$ cat src/rtl/prim_mask_gen_pkg.sv
// Shared constants, state encoding and LFSR step function for the masking
// share generator.
package prim_mask_gen_pkg;

    localparam logic [31:0] LfsrPoly    = 32'h8000_0057;
    localparam logic [31:0] DefaultSeed = 32'h8BAD_F00D;

    typedef enum logic {
        MgUnseeded = 1'b0,
        MgRun      = 1'b1
    } mask_gen_state_e;

    // One Galois step: shift right, fold the polynomial in when the LSB falls out.
    function automatic logic [31:0] lfsr_step(input logic [31:0] state);
        return (state >> 1) ^ (state[0] ? LfsrPoly : 32'h0000_0000);
    endfunction

endpackage

$ cat src/rtl/prim_mask_lfsr.sv
// 32-bit Galois LFSR with a seed load port and an advance enable.
// A zero seed is replaced by DefaultSeed so the register never locks up.
module prim_mask_lfsr
    import prim_mask_gen_pkg::*;
(
    input  logic        clk_i,
    input  logic        rst_i,
    input  logic        seed_valid_i,
    input  logic [31:0] seed_i,
    input  logic        advance_i,
    output logic [31:0] state_o
);

    logic [31:0] state_q;
    logic [31:0] seed_eff;

    assign seed_eff = (seed_i == 32'h0000_0000) ? DefaultSeed : seed_i;

    // A load takes priority over an advance in the same cycle.
    always_ff @(posedge clk_i or posedge rst_i) begin
        if (rst_i) begin
            state_q <= DefaultSeed;
        end else if (seed_valid_i) begin
            state_q <= seed_eff;
        end else if (advance_i) begin
            state_q <= lfsr_step(state_q);
        end
    end

    assign state_o = state_q;

`ifndef SYNTHESIS
    lfsr_nonzero_a: assert property (@(posedge clk_i) disable iff (rst_i)
        state_q != 32'h0000_0000);
`endif

endmodule

$ cat src/rtl/prim_mask_gen.sv
// Two-share masking generator: share0 = data ^ mask, share1 = mask, with the
// mask drawn from a seeded LFSR and a use counter that forces periodic reseeds.
module prim_mask_gen
    import prim_mask_gen_pkg::*;
#(
    parameter int Width   = 32,
    parameter int MaxUses = 1024
) (
    input  logic             clk_i,
    input  logic             rst_i,
    input  logic             seed_valid_i,
    input  logic [31:0]      seed_i,
    input  logic             valid_i,
    input  logic [Width-1:0] data_i,
    output logic             ready_o,
    output logic             valid_o,
    output logic [Width-1:0] share0_o,
    output logic [Width-1:0] share1_o,
    input  logic             ready_i,
    output logic             reseed_req_o,
    output logic             dbg_state_o
);

    // Handshake: a word moves on any edge where valid and ready are both high,
    // on the input side (valid_i/ready_o) and the output side (valid_o/ready_i)
    // alike; valid never waits on ready, and held outputs stay stable.
    localparam int              CntW   = $clog2(MaxUses + 1);
    localparam logic [CntW-1:0] MaxCnt = CntW'(MaxUses);

    mask_gen_state_e  state_q;
    logic [CntW-1:0]  count_q;
    logic             valid_q;
    logic [Width-1:0] share0_q;
    logic [Width-1:0] share1_q;

    logic [31:0]      lfsr_state;
    logic [Width-1:0] mask;
    logic             below_limit;
    logic             accept;

    assign mask        = lfsr_state[Width-1:0];
    assign below_limit = (count_q < MaxCnt);
    assign ready_o     = (state_q == MgRun) && below_limit && (!valid_q || ready_i);
    assign accept      = valid_i && ready_o;

    prim_mask_lfsr u_lfsr (
        .clk_i        (clk_i),
        .rst_i        (rst_i),
        .seed_valid_i (seed_valid_i),
        .seed_i       (seed_i),
        .advance_i    (accept),
        .state_o      (lfsr_state)
    );

    // Accept is already gated by below_limit, so the counter saturates at MaxCnt.
    always_ff @(posedge clk_i or posedge rst_i) begin
        if (rst_i) begin
            state_q  <= MgUnseeded;
            count_q  <= '0;
            valid_q  <= 1'b0;
            share0_q <= '0;
            share1_q <= '0;
        end else begin
            if (seed_valid_i) begin
                state_q <= MgRun;
            end

            if (seed_valid_i) begin
                count_q <= '0;
            end else if (accept) begin
                count_q <= count_q + CntW'(1);
            end

            if (accept) begin
                share0_q <= data_i ^ mask;
                share1_q <= mask;
                valid_q  <= 1'b1;
            end else if (ready_i) begin
                valid_q  <= 1'b0;
            end
        end
    end

    assign valid_o      = valid_q;
    assign share0_o     = share0_q;
    assign share1_o     = share1_q;
    assign reseed_req_o = (state_q == MgUnseeded) || (count_q == MaxCnt);
    assign dbg_state_o  = (state_q == MgRun);

`ifndef SYNTHESIS
    hold_stable_a: assert property (@(posedge clk_i) disable iff (rst_i)
        (valid_q && !ready_i) |=> (valid_q && $stable(share0_q) && $stable(share1_q)));
`endif

endmodule

$ cat config.mk
export PLATFORM = sky130hd
export DESIGN_NAME = prim_mask_gen
export DESIGN_NICKNAME = d
export VERILOG_FILES = /design/src/rtl/prim_mask_gen_pkg.sv /design/src/rtl/prim_mask_lfsr.sv /design/src/rtl/prim_mask_gen.sv
export SDC_FILE = /design/constraint.sdc
export NUM_CORES = 1
export LEC_CHECK = 0
export ABC_AREA = 1
export CAP_MARGIN = 20
export CELL_PAD_IN_SITES_DETAIL_PLACEMENT = 2
export CELL_PAD_IN_SITES_GLOBAL_PLACEMENT = 2
export CORE_MARGIN = 1
export CORE_UTILIZATION = 28
export CTS_BUF_LIST = sky130_fd_sc_hd__clkbuf_4 sky130_fd_sc_hd__clkbuf_8 sky130_fd_sc_hd__clkbuf_16
export CTS_CLUSTER_DIAMETER = 80
export DETAILED_ROUTE_END_ITERATION = 10
export MAX_ROUTING_LAYER = met4
export PLACE_DENSITY_LB_ADDON = 0.05
export SLEW_MARGIN = 15
export SYNTH_ARGS = -nofsm -noshare
export SYNTH_HDL_FRONTEND = slang
export SYNTH_SLANG_ARGS = --single-unit
$ cat constraint.sdc
create_clock -name clk_i -period 5.3 [get_ports clk_i]
set_input_delay 1.325 -clock clk_i [delete_from_list [all_inputs] [get_ports clk_i]]
set_output_delay 1.325 -clock clk_i [all_outputs]
set_load 0.03 [all_outputs]
==> run summary <==
CP delay by family, top = buffers and inverters
Initial antenna violation count = 0
Final WS setup = 1120 ps
Syn Std Cell Area = 0.00505 sq mm
WL per Instance = 17.3 um
P per Cell Area = 366 mW/mm^2
CP Buf/Inv Count = 4
Layout cell share with drive strength beyond 1 = 9.83%
Fmax achieved = 239 MHz
Leakage = 3.01 nW
Worst EP arrival = 2850 ps
# Post-CTS Setup Buffers = 0
Mux cell area share after synthesis = 0%
Simple-gate share of the synthesized area = 24.6%
DIE AREA = 0.0186 sq mm
Netlist cell types = 29
Status = completed
Antenna Nets Post-Route = 0
Slowest stage delay, CP = 670 ps
Area share of xor/xnor cells in the synthesized design = 5.55%
Register area share after synthesis = 54.4%
CTS tree = done
Worst path slowest cell = clkdlybuf4s50_1
Placed instance area = 0.00658 sq mm
Worst-path clk slew = 70 ps
Tmin final = 4180 ps
Yosys reg bits = 109
CP Capture Type = output pin
TritonCTS Buffers = 9
Via count = 4425
Diode count = 0
Buffers on Ports = 136
Multi-input gate area = 0.00205 sq mm
Final setup viols = 0
Clock Latency Late Sink = 350 ps
Total track usage = 18.9%
Slew HR = 44.5%
First-pass GRT wire length = 26100 um
Crit path max fanout = 3
Syn Nets = 654
Layout fillers = 1924
Share of the synthesized area in the top cell type = 46.1%
Gate Count Post-Synth = 583
Post-Route WL = 16300 um
H-tree levels = 3
# clock sinks = 109
Initial DRC count = 140
Fin. max-slew vios = 0
Final HPWL DP = 11400 um
CTS Buffer Depth = 2
Fin. Hold Viols = 0
Critical path startpoint category = primary input
Synth warnings = 0
Tightest Hold Check Type = flop to flop
Post-cts resize count = 0
Compound-Gate Fraction of Synth Area = 10.0%
Fin crit share = 78.8%
Post-Synth Adder-Cell Area = 0.495%
Initial Util = 28.9%
I/O pin total = 137
DRC Markers = 0
Nets = 778
Req. time, crit path = 3970 ps
Clk_skew = 5.92 ps
Hold slack = 482 ps
Crit path cell chain = clkdlybuf4s50_1, inv_1, nand2_1, nand2_4, inv_1, clkdlybuf4s50_1
Placement row count = 48
Largest net degree at the start of global routing = 136
Hold buffers post-CTS = 0
Largest family of logic cells by synthesized area = simple AND/OR/NAND/NOR gates
Least-Margin Pin Slew = 833 ps
Pwr Total = 2.52 mW
Max VDD drop = 0.199 mV
Root buffer cell = clkbuf_16
Sequential cell area = 0.00275 sq mm
Core area = 0.0175 sq mm
Area grow syn2layout = 36.2%
Total gr overflow = 0
CP Class = primary input to output pin
Chip width = 136 um
Placer congestion estimate = 0.707
Finished Cell Area = 0.00689 sq mm
Dpl ws = 1110 ps
Synth area leaders = dfrtp_1 (46%), nand2_1 (13%), dfstp_2 (8.3%)
Vias in the first global route = 5022
RSZ-0062 raised after global routing = no
Setup_tns = 0 ps
Pre-antenna DRT Iters = 4
Cell accounting for the most synthesized area = dfrtp_1
Synthesized area per cell = 8.67 sq um
Die Y = 136 um
Number of vias per cell = 4.72
Max Cap Viol = 0
sequential cells by signal, indices dropped and copies added (netlist names):
signal,cells
share0_o,32
share1_o,32
u_lfsr.state_o,32
count_q,11
dbg_state_o,1
valid_o,1
cell usage after synthesis:
library cell  number
o21ai_1            9
nand2_1          174
nand2_2           10
xnor2_1           32
nor2_8             1
o21bai_1           1
a31oi_1           16
nand4_2            1
nor2_1            74
clkinv_1           1
nand2_4            1
or2_2             15
nand4_1            6
inv_1             23
nand3_1            6
o21ai_0           44
o31ai_1            1
clkbuf_1           8
ha_1               2
buf_8              2
dfrtp_1           93
buf_4              5
buf_2             12
nor3_1             1
dfstp_2           16
inv_2              1
nor2_4             2
nand3_4            1
a21oi_1           25
metal layers:
metal	track usage (%)	up-vias	share of wire, %
met5	-	-	0
met1	23.1	2221	45
li1	-	2103	-
met2	32.4	87	51
met4	5.49	0	1.2
met3	2.65	14	2.8
worst reg2reg max path, stage by stage (launching register included):
cell and delay (ps):
dfrtp_1 430, inv_2 80, nor2_4 180, nand2_4 100, nor2_8 510, nand2_1 180
o21ai_0 230, a21oi_1 70
stage by stage:
stage                     instances  util [%]
after floorplan                 583         -
after global placement          921      37.7
after detailed placement        921      37.7
after CTS                       937      39.4
after global routing            937      39.4
final                           937      39.4
layout make-up:
cell class / instances / area share (%)
Sequential cell: 109 / 39.9
Tap cell: 225 / 4.09
Inverter: 25 / 1.40
Timing Repair Buffer: 140 / 20.4
Clock buffer: 10 / 3.47
Multi-Input combinational cell: 422 / 29.8
Clock inverter: 6 / 0.909
where the power goes:
group | total (mW) | switching, mW | internal, mW
Clock | 0.705 | 0.327 | 0.378
Sequential | 1.07 | 0.0966 | 0.974
Combinational | 0.747 | 0.434 | 0.313
Total | 2.52 | 0.857 | 1.67
path summary, 6_finish.rpt:
check	end	startpoint	depth (start not counted)	slack, ps
setup / recovery	ready_o	ready_i	6	1120
hold / removal	share1_o[14]$_DFFE_PP0P_	share1_o[14]$_DFFE_PP0P_	2	480
setup reg to reg	count_q[2]$_DFFE_PP0P_	dbg_state_o$_DFFE_PP0P_	7	3410
hold reg to reg	share1_o[14]$_DFFE_PP0P_	share1_o[14]$_DFFE_PP0P_	2	480
max in group asynchronous	u_lfsr.state_o[24]$_DFFE_PP1P_	rst_i	3	2840
min in group asynchronous	share0_o[18]$_DFFE_PP0P_	rst_i	2	1500
cells by family (layout without fill, tap and decap cells):
logic type               Yosys count  count (layout)
AO/OA/AOI/OAI                     96              96
XOR/XNOR                          32              32
adder cells (fa/ha/maj)            2               2
flip-flops                       109             109
AND/OR/NAND/NOR                  292             292
buffers and inverters             52             181
layout by cell type, fill, tap and decap left out, types with 10 or more instances in the layout:
| master | count |
|---|---|
| clkdlybuf4s50_1 | 136 |
| or2_2 | 15 |
| nand2_1 | 174 |
| o21ai_0 | 44 |
| a31oi_1 | 16 |
| a21oi_1 | 25 |
| nor2_1 | 74 |
| dfrtp_1 | 93 |
| dfstp_2 | 16 |
| inv_1 | 21 |
| nand2_2 | 10 |
| xnor2_1 | 32 |
Power figures use the tool's default switching activity.
